==> config.mk <==
export PLATFORM = sky130hd
export DESIGN_NAME = sqrt_result_buffer
export DESIGN_NICKNAME = d
export VERILOG_FILES = /design/src/rtl/sqrt_result_buffer.sv
export SDC_FILE = /design/constraint.sdc
export NUM_CORES = 1
export LEC_CHECK = 0
export CORE_MARGIN = 8
export CORE_UTILIZATION = 40
export CTS_BUF_LIST = sky130_fd_sc_hd__clkbuf_8
export DETAILED_ROUTE_END_ITERATION = 16
export GPL_TIMING_DRIVEN = 0
export PLACE_DENSITY = 0.7
export SETUP_SLACK_MARGIN = 0.05
export SLEW_MARGIN = 30
export SYNTH_ARGS = -nofsm -noshare
export SYNTH_HDL_FRONTEND = slang
export SYNTH_SLANG_ARGS = --single-unit
==> constraint.sdc <==
create_clock -name clk -period 2.61 [get_ports clk]
set_input_delay 0.522 -clock clk [delete_from_list [all_inputs] [get_ports clk]]
set_output_delay 0.522 -clock clk [all_outputs]
set_load 0.01 [all_outputs]
==> src/rtl/sqrt_result_buffer.sv <==
// Result buffer for the pipelined sqrt core: tags operands through a latency-matched line,
// captures roots into a show-ahead FIFO with credit-based in_ready. Optional drop counter: SQRT_BUF_DROP_CNT_EN.
module sqrt_result_buffer #(
  parameter int G_WIDTH   = 8,
  parameter int G_LATENCY = 5,
  parameter int G_DEPTH   = 4
) (
  input  logic                       clk,
  input  logic                       rst,
  input  logic                       in_valid,
  output logic                       in_ready,
  input  logic [G_WIDTH/2-1:0]       root_in,
  output logic                       out_valid,
  input  logic                       out_ready,
  output logic [G_WIDTH/2-1:0]       out_data,
  output logic [$clog2(G_DEPTH):0]   level,
  output logic                       overflow,
  output logic [7:0]                 drop_cnt
);

  localparam int RW = G_WIDTH / 2;
  localparam int AW = $clog2(G_DEPTH);
  localparam int LW = AW + 1;
  localparam int FW = $clog2(G_LATENCY + 1);
  localparam int SW = $clog2(G_DEPTH + G_LATENCY + 1);

  logic [G_LATENCY-1:0] tag_q, tag_d;
  logic [FW-1:0]        inflight_q, inflight_d;
  logic [AW-1:0]        wr_ptr_q, wr_ptr_d;
  logic [AW-1:0]        rd_ptr_q, rd_ptr_d;
  logic [LW-1:0]        level_q, level_d;
  logic                 out_valid_q, out_valid_d;
  logic [RW-1:0]        out_data_q, out_data_d;
  logic                 overflow_q, overflow_d;
  logic [RW-1:0]        mem [G_DEPTH];

  logic          tag_out;
  logic          pop;
  logic          full;
  logic          wr_en;
  logic          drop;
  logic          head_from_write;
  logic [SW-1:0] credit_sum;

  assign tag_out = tag_q[G_LATENCY-1];
  assign pop     = out_valid_q && out_ready;
  assign full    = (level_q == LW'(G_DEPTH));
  // A full FIFO still accepts a write when the head leaves on the same edge.
  assign wr_en   = tag_out && (!full || pop);
  assign drop    = tag_out && full && !pop;

  // Credit counts both buffered roots and roots still inside the core.
  assign credit_sum = SW'(level_q) + SW'(inflight_q);
  assign in_ready   = (credit_sum < SW'(G_DEPTH));

  // NOTE: every always_comb output gets a default first so no latch is inferred.
  always_comb begin
    tag_d           = G_LATENCY'({tag_q, in_valid});
    inflight_d      = inflight_q + FW'(in_valid) - FW'(tag_out);
    wr_ptr_d        = wr_ptr_q + AW'(wr_en);
    rd_ptr_d        = rd_ptr_q + AW'(pop);
    level_d         = level_q + LW'(wr_en) - LW'(pop);
    out_valid_d     = (level_d != '0);
    overflow_d      = overflow_q | drop;
    head_from_write = wr_en && (level_q == LW'(pop));
    out_data_d      = out_data_q;
    if (head_from_write) begin
      out_data_d = root_in;
    end else if (level_d != '0) begin
      out_data_d = mem[rd_ptr_d];
    end
  end

  // NOTE: sequential state uses non-blocking assignments so all registers update together.
  always_ff @(posedge clk) begin
    if (rst) begin
      tag_q       <= '0;
      inflight_q  <= '0;
      wr_ptr_q    <= '0;
      rd_ptr_q    <= '0;
      level_q     <= '0;
      out_valid_q <= 1'b0;
      out_data_q  <= '0;
      overflow_q  <= 1'b0;
    end else begin
      tag_q       <= tag_d;
      inflight_q  <= inflight_d;
      wr_ptr_q    <= wr_ptr_d;
      rd_ptr_q    <= rd_ptr_d;
      level_q     <= level_d;
      out_valid_q <= out_valid_d;
      out_data_q  <= out_data_d;
      overflow_q  <= overflow_d;
    end
  end

  // NOTE: storage is deliberately not reset; level and the pointers decide what is valid.
  always_ff @(posedge clk) begin
    if (wr_en) begin
      mem[wr_ptr_q] <= root_in;
    end
  end

`ifdef SQRT_BUF_DROP_CNT_EN
  logic [7:0] drop_cnt_q, drop_cnt_d;

  always_comb begin
    drop_cnt_d = drop_cnt_q;
    if (drop && (drop_cnt_q != 8'hFF)) begin
      drop_cnt_d = drop_cnt_q + 8'd1;
    end
  end

  always_ff @(posedge clk) begin
    if (rst) begin
      drop_cnt_q <= '0;
    end else begin
      drop_cnt_q <= drop_cnt_d;
    end
  end

  assign drop_cnt = drop_cnt_q;
`else
  assign drop_cnt = '0;
`endif

  assign out_valid = out_valid_q;
  assign out_data  = out_data_q;
  assign level     = level_q;
  assign overflow  = overflow_q;

endmodule

# Yosys cells after proc, flatten, opt, wreduce, memory -nomap -nowiden
# Memory sizes are Yosys's and may differ from the RTL's.
# Cells that the tools add are included.
# totals
ff_bits	21
ram_bits	16
inputBits	8
output_inout_bits	18
elab_cells	34
memories	1
# mem_list
memory	depth	width	read_ports	rd_clocked_by_memory_dff	wr	line_no	source
mem	4	4	1	0	1	35	logic [RW-1:0] mem [G_DEPTH];
# classes
add_sub_neg	7
order_cmp	1
n_eq_ne	2
mux	4
bitwise_logic	1
reduce_logical	10
# op_table
cell	n
$mux 4	2
$add 3x1->3	2
$sub 3x1->3	2
$logic_and 1x1->1	5
$add 2x1->2	2
$add 3x3->4	1
$lt 4x3->1 const B	1
$eq 3x1->1	1
$eq 3x3->1 const B	1
$reduce_bool 3->1	1
$logic_not 1->1	2
$mux 1	2
$reduce_bool 2->1	1
$logic_or 1x1->1	1
$or 1x1->1	1

# Logic depth before layout (Yosys ltp)
# Gate-level depths: netlist of run 1.
# depth
depth_word	9
depth_mapped	12
depth_no_buf	11

# Least setup slack after synthesis of run 1
# OpenSTA, ideal clock, no wires.
# synth_timing
path_kind	input to register
startpoint	input port out_ready
endpoint	register out_data_q[0] (netlist: out_data[0])
setup_ps	86
arrival_ps	2637
required_ps	2524
path_slack_ps	-112
cell_stages	11
n_path_buf	1
cell_sequence	a211oi_1 nand2_1 nand2_1 ha_1 inv_1 ha_1 fa_1 or3_1 buf_6 mux2i_1 a211oi_1
# synth_via
elab_chain_cells	7
word_cells_on_any_way	13
cone_classes	3 x add/sub; 1 x eq/ne; 2 x mux; 6 x reduce/logical; 1 x memory
# synth_rtl
element	line_no	source
from (decl)	14	input logic out_ready,
$logic_and 1x1->1 (*)	46	assign pop = out_valid_q && out_ready;
$logic_or 1x1->1	49	assign wr_en = tag_out && (!full || pop);
$logic_and 1x1->1	49	
$add 3x1->3	62	level_d = level_q + LW'(wr_en) - LW'(pop);
$sub 3x1->3 (*)	62	
via level_d[1]	31	logic [LW-1:0] level_q, level_d;
$reduce_bool 3->1 (*)	69	end else if (level_d != '0) begin
$reduce_bool 2->1 (no line) (*)	-	
to (signal assigned)	92	out_data_q <= out_data_d;
to (decl)	33	logic [RW-1:0] out_data_q, out_data_d;
# The timed path passes the listed nets; every way through them passes the cells marked *. The select of a mux whose other input is x is not followed.
# A chain may end at the register's enable or synchronous reset.

# Final worst setup path of run 1
# layout_timing
startpoint	register level_q[0] (netlist: level[0])
endpoint	register out_data_q[0] (netlist: out_data[0])
# layout_via
elab_chain_cells	8
word_cells_on_any_way	11
cone_classes	2 x add/sub; 2 x eq/ne; 1 x mux; 6 x reduce/logical
# layout_rtl
element	line_no	source
from (decl)	31	
from (signal assigned)	90	level_q <= level_d;
$eq 3x3->1	47	assign full = (level_q == LW'(G_DEPTH));
$logic_not 1->1	49	
$logic_or 1x1->1	49	
$logic_and 1x1->1	49	
$add 3x1->3 (*)	62	
$sub 3x1->3 (*)	62	
via level_d[1]	31	
$reduce_bool 3->1 (*)	69	
$reduce_bool 2->1 (no line) (*)	-	
# The timed path passes the listed nets; every way through them passes the cells marked *.

==> key figures, run 1 <==
STA
  • Post-route minimum period: 2.55 ns
  • RSZ-0062 raised after global routing: yes
  • Max Clk Rate: 0.392 GHz
  • Count of endpoints failing setup in the final report: 0
  • Max Transition Viols Final: 0
  • Final hold violation count: 0
  • Worst-case clock skew: roughly 0.0048 ns
  • Relative max-transition margin: 49.7%
  • Least-Margin Pin Slew: ~0.75 ns
  • Period utilization: a little over nine tenths

GRT
  • Met2 usage: between 15 and 20%
  • Total overflow reported by the global router: 0
  • Met1 Track Usage GR: between 10% and 20%
  • First-pass GRT wire length: between 4000 and 5000 um
  • Largest net degree at the start of global routing: 11
  • Top Usage Layer GRT: met2
  • GR Layer Usage met3: 3.84%
  • Vias in the first global route: 986
  • Global-route usage over all layers: approximately a tenth
  • Initial antenna violation count: 0

Logic synthesis
  • Sequential cell area fraction in the yosys report: 57.2%
  • Post-Syn Area per Cell: 13.1 um^2
  • Mapped Cells: 120
  • Area of the mapped netlist: 1570 um^2
  • Biggest area contributors in the synthesized netlist: edfxtp_1 31%, dfxtp_1 27%, ha_1 6.4%
  • Cell type with the highest aggregate area in the netlist: edfxtp_1
  • Top cell type's share of synthesized area: between 30% and 40%
  • Register bit total from synthesis: 37
  • Total of warnings raised by yosys: 0
  • Post-synthesis cell type count: 28

Clock tree
  • Hold Buf Count CTS: 0
  • Clock transition at path regs: 0.07 ns
  • Number of levels in the clock H-tree: 2
  • Clk buf depth: 2
  • Library cell used as clock root buffer: clkbuf_8
  • TritonCTS clock tree: yes
  • Number of sinks handled by clock tree synthesis: 37
  • TritonCTS Buffers: 5
  • Clock insertion delay at the later pin of the skew report: 0.28 ns

Pwr
  • Worst VDD drop: 0.308 mV
  • Total power after layout: 1.86 mW
  • Power per Cell Area: about 900 nW/um^2
  • Static leakage: around 0.84 nW

Outcome
  • Outcome: complete, no violations

Worst setup path
  • Maximum fanout count along the critical path: 5
  • Setup Crit Path Kind: flop to flop
  • R2r worst-path depth: 11
  • Worst path arrival time: 2.75 ns
  • Required arrival time at the worst endpoint: roughly 2.8 ns
  • Crit start category: flop
  • Worst reg2reg endpoint: out_data[0]
  • Endpoint kind of the worst setup timing path: flop
  • Source of the worst register-to-register timing path: level[0]
  • Register-to-register setup slack: around 0.056 ns

Floorplan
  • Core footprint: roughly 3900 um^2
  • I/O pins: 26
  • Die Span Y: 78.7 um
  • Standard-cell rows: 23
  • Starting Density: 40.5%
  • Chip Width: 78.7 um
  • Die area: 6200 um^2

Routing
  • Number of DRC markers in iteration 0: 78
  • Vias/cell: between 4 and 5
  • Wire length reported by the detailed router: 2800 um
  • Drt drc: 0
  • Wire length per cell after detailed routing: 13.5 um
  • DR pass1 iterations: 4
  • Vias: 953
  • Number of antenna-violating nets in the routed design: 0

Final layout
  • Commonest cells after routing, fill and taps aside: 18 x dfxtp_1, 16 x edfxtp_1, 15 x clkdlybuf4s50_1
  • Antenna cell count: 0
  • Area Growth Syn to Fin: 28.5%
  • Share of cells above drive strength 1: 23.6%
  • Number of nets at the end of the flow: 175
  • Final core utilization: 52.0%
  • Leading cell type in the layout, fill and taps excluded: dfxtp_1

Hold path
  • Launch point of the worst hold path: tag_q[1]
  • Hold path depth: 1
  • Min-Delay Path Class: flop to flop
  • Hold-critical path endpoint: tag_q[2]

Placement
  • Number of port buffers: 17
  • Total half-perimeter wirelength after legalization and detailed placement: just over 2000 um
  • Routability Congestion: roughly 0.68

Job
  • Max Cap Viol: 0
flip-flops by register name, indices dropped and copies added, names as in the netlist:
name,flops
out_valid,1
overflow,1
mem,16
level,3
out_data,4
tag_q,5
rd_ptr_q,2
wr_ptr_q,2
inflight_q,3
layer usage:
metal | wire [um] | part of all wire, %
met5 | 0 | 0
met4 | 65 | 2.3
met3 | 146 | 5.2
met2 | 1380 | 49
met1 | 1210 | 43
synth_stat cells (all sizes together):
library cell and count:
dfxtp 21, edfxtp 16, nor2b 13, buf 9
nor2 9, ha 8, inv 7, a211oi 5
mux2i 4, mux4 4, and3 3, clkbuf 2
fa 2, nand2 2, nor3b 2, xnor2 2
xor2 2, a21oi 1, a31oi 1, and2 1
conb 1, nor3 1, nor4 1, o211ai 1
or3 1, xnor3 1
critical path, stage by stage, from the launching register on:
cell and delay [ns]:
dfxtp_4 0.35, a211oi_2 0.23, nand2_1 0.13, nand2_4 0.10
ha_4 0.19, inv_2 0.06, ha_4 0.12, fa_2 0.43
or3_4 0.38, buf_6 0.15, mux2i_1 0.12, a211oi_1 0.21
layout make-up:
| cell class | count | area (um^2) |
|---|---|---|
| repair buffers | 23 | 219 |
| fillers | 350 | 1860 |
| clock inverters | 1 | 3.75 |
| inverters | 7 | 26.3 |
| well taps | 50 | 62.6 |
| clock buffers | 6 | 82.6 |
| plain buffers | 11 | 78.8 |
| flip-flops and latches | 37 | 910 |
| multi-input cells | 72 | 639 |
timing repair:
action / in CTS / in global routing
pin swaps: 7 / 6
setup buffers: 5 / 1
setup endpoints to repair: 5 / 5
resized for setup: 10 / 3
stage by stage:
stage          TNS, ns  cell area, um^2  instances  hold slack (ns)  setup slack (ns)
2_1_floorplan        0             1640        127            0.414            0.0211
3_3_place_gp     -2.86             1870        194            0.424            -0.612
3_5_place_dp     -3.15             1870        194            0.428            -0.700
4_1_cts              0             2000        206            0.449            0.0308
5_1_grt         -0.112             2020        207            0.461           -0.0590
6_report             0             2020        207            0.443            0.0564
worst max-delay path by stage:
stage | from | to | slack, ns | cells after the start
6_report | level[0] | out_data[0] | 0.06 | 11
3_3_place_gp | out_ready | out_data[1] | -0.61 | 13
3_5_place_dp | out_ready | out_data[0] | -0.70 | 13
2_1_floorplan | out_ready | out_data[0] | 0.02 | 11
4_1_cts | level[1] | out_data[0] | 0.03 | 11
5_1_grt | level[0] | out_data[3] | -0.06 | 11
where the power goes:
group / internal (mW) / switching [mW] / total [mW]
combinational: 0.445 / 0.287 / 0.731
clock: 0.205 / 0.180 / 0.385
sequential: 0.684 / 0.0566 / 0.741
total: 1.33 / 0.523 / 1.86
cells by family (layout without fill, tap and decap cells):
family                     after synthesis  in the layout  synth area share [%]
DFF                                     37             37                  57.2
AOI/OAI and AO/OA                        8              8                  3.58
muxes                                    8              8                  8.27
adders and majority gates               10             10                  8.90
buffers and inverters                   18             48                  6.68
other                                    1              8                 0.238
xor gates and xnor gates                 5              5                  3.66
and+or+nand+nor                         33             33                  11.4
Note: power is estimated with default switching activity, not from simulation.
==> inputs of run 2 (changes only) <==
--- a/config.mk
+++ b/config.mk
@@ -12,6 +12,7 @@
 export GPL_TIMING_DRIVEN = 0
 export PLACE_DENSITY = 0.7
 export SETUP_SLACK_MARGIN = 0.05
+export SKIP_CTS_REPAIR_TIMING = 1
 export SLEW_MARGIN = 30
 export SYNTH_ARGS = -nofsm -noshare
 export SYNTH_HDL_FRONTEND = slang
==> run 2 against run 1 <==
Via count fell by 3.3%. Sequential power rose by 1%. Global-route usage fell by 0.21 points. Routed wire length fell by 2.7%. Cell count fell by 2.4%. Worst setup slack improved by 0.0016 ns. Non-clock buffer count fell by 5. First-iteration DRC count fell by 24%. Critical path type unchanged. Largest power group unchanged.
==> key figures, run 2 (synthesis results as in run 1) <==
Floorplan
  • Starting Density: 40.5%
  • Die area: 6200 um^2
  • I/O pins: 26
  • Core footprint: about 3900 um^2
  • Standard-cell rows: 23
  • Die Span Y: 78.7 um
  • Chip Width: 78.7 um

GRT
  • Largest net degree at the start of global routing: 11
  • Global-route usage over all layers: 9.79%
  • First-pass GRT wire length: 4590 um
  • Total overflow reported by the global router: 0
  • Vias in the first global route: 946
  • Initial antenna violation count: 0

STA
  • Max Clk Rate: around 0.4 GHz
  • Period utilization: 97.8%
  • Count of endpoints failing setup in the final report: 0
  • Relative max-transition margin: 49.2%
  • RSZ-0062 raised after global routing: yes
  • Post-route minimum period: 2.55 ns
  • Max Transition Viols Final: 0
  • Slack of the critical path: 0.0580 ns
  • Final setup TNS: 0 ns
  • Worst-case clock skew: 0.00595 ns
  • Final hold violation count: 0
  • Least-Margin Pin Slew: 0.761 ns

Routing
  • Number of DRC markers in iteration 0: 59
  • Vias: 922
  • Wire length reported by the detailed router: about 2700 um
  • Wire length per cell after detailed routing: ~14 um
  • Vias/cell: about 4.6
  • DR pass1 iterations: 4
  • Number of antenna-violating nets in the routed design: 0
  • Drt drc: 0

Worst setup path
  • Cell family contributing the most delay on the critical path: adder cells
  • Required arrival time at the worst endpoint: 2.81 ns
  • Endpoint kind of the worst setup timing path: flop
  • Setup Crit Path Kind: flop to flop
  • Slowest stage cell on the critical path: fa_2
  • Source of the worst register-to-register timing path: out_valid
  • Worst path arrival time: approximately 2.8 ns
  • Cell-by-cell listing of the critical path: a211oi_2, nand2_1, nand2_4, ha_4, inv_2, ha_4, fa_2, or3_4, buf_6, mux2i_1, a211oi_1
  • Worst Setup SP: out_valid
  • Critical path's most frequent cell: ha_4
  • Maximum fanout count along the critical path: 5
  • Critical Path Max Stage Delay: 0.43 ns
  • Total buffers and inverters traversed by the critical path: 2
  • Crit start category: flop

Final layout
  • Total non-filler cell area in the finished layout: 1970 um^2
  • Share of cells above drive strength 1: 21.1%
  • Number of flip-flops in the largest register: 16
  • Number of fillers in the final layout: 356
  • Antenna cell count: 0
  • Commonest cells after routing, fill and taps aside: 18 x dfxtp_1, 16 x clkdlybuf4s50_1, 16 x edfxtp_1
  • Final core utilization: between 50% and 60%
  • Number of nets at the end of the flow: 170
  • Largest register by flop count: mem
  • Leading cell type in the layout, fill and taps excluded: dfxtp_1
  • Area Growth Syn to Fin: 25.2%

Clock tree
  • Library cell used as clock root buffer: clkbuf_8
  • Clock transition at path regs: 0.07 ns
  • TritonCTS clock tree: yes
  • Number of levels in the clock H-tree: 2
  • TritonCTS Buffers: 5
  • Clk buf depth: 2
  • Clock insertion delay at the later pin of the skew report: 0.29 ns
  • Number of sinks handled by clock tree synthesis: 37

Pwr
  • Static leakage: 0.806 nW
  • Power per Cell Area: 914 nW/um^2
  • Portion of total power attributed to combinational logic: 36.9%
  • Total power after layout: approximately 1.8 mW
  • Sequential Power Share: 41.6%
  • Power share of the clock group: between 20% and 30%
  • Internal power contribution: 1.29 mW
  • Reported net switching power: 0.515 mW
  • Worst VDD drop: 0.298 mV
  • Switching power share of the total: between 20% and 30%

Placement
  • Routability Congestion: 0.683
  • Post-DP Area: 1870 um^2
  • Number of port buffers: 17
  • DP Worst Slack: -0.700 ns
  • Total half-perimeter wirelength after legalization and detailed placement: 2050 um

Outcome
  • Outcome: complete, no violations

Job
  • Max Cap Viol: 0

Hold path
  • Min-Delay Path Class: flop to flop
  • Launch point of the worst hold path: tag_q[1]
[run 2: metal layers]
layer / track usage (%) / up-vias / routed length [um]
li1: - / 461 / -
met1: 11.3 / 439 / 1170
met2: 15.0 / 16 / 1330
met3: 3.84 / 6 / 155
met4: 6.11 / 0 / 76
met5: 0 / - / 0
[run 2: worst paths after layout]
kind,endpoint,slack (ns),cells after the start
worst min register to register,tag_q[2],0.44,1
worst min-delay path,tag_q[2],0.44,1
worst max register to register,out_data[0],0.06,11
worst max-delay path,out_data[0],0.06,11
[run 2: power groups by stage]
| stage | clock network, mW | registers (mW) | logic (mW) |
|---|---|---|---|
| after floorplan | 0 | 0.770 | 0.405 |
| after global placement | 0 | 0.753 | 0.638 |
| after detailed placement | 0 | 0.759 | 0.658 |
| after CTS | 0.398 | 0.746 | 0.656 |
| after global routing | 0.423 | 0.762 | 0.723 |
| final | 0.388 | 0.749 | 0.664 |
[run 2: worst reg2reg max path: stages (launching register included)]
cell and delay [ns]:
dfxtp_2 0.34, a211oi_2 0.24, nand2_1 0.12, nand2_4 0.10, ha_4 0.19, inv_2 0.06, ha_4 0.12, fa_2 0.43
or3_4 0.38, buf_6 0.15, mux2i_1 0.12, a211oi_1 0.21
[run 2: area by class of cell]
| cell class | instances | area [um^2] | area share, % |
|---|---|---|---|
| Multi-Input combinational cell | 72 | 639 | 32.4 |
| Clock inverter | 1 | 3.75 | 0.190 |
| Sequential cell | 37 | 905 | 45.9 |
| Tap cell | 50 | 62.6 | 3.17 |
| Buffer | 11 | 78.8 | 4.00 |
| Inverter | 7 | 26.3 | 1.33 |
| Timing Repair Buffer | 18 | 173 | 8.76 |
| Clock buffer | 6 | 82.6 | 4.19 |
[run 2: stage by stage]
step | instances | hold slack (ns)
2_1_floorplan | 127 | 0.414
3_3_place_gp | 194 | 0.424
3_5_place_dp | 194 | 0.428
4_1_cts | 201 | 0.449
5_1_grt | 202 | 0.461
6_report | 202 | 0.443
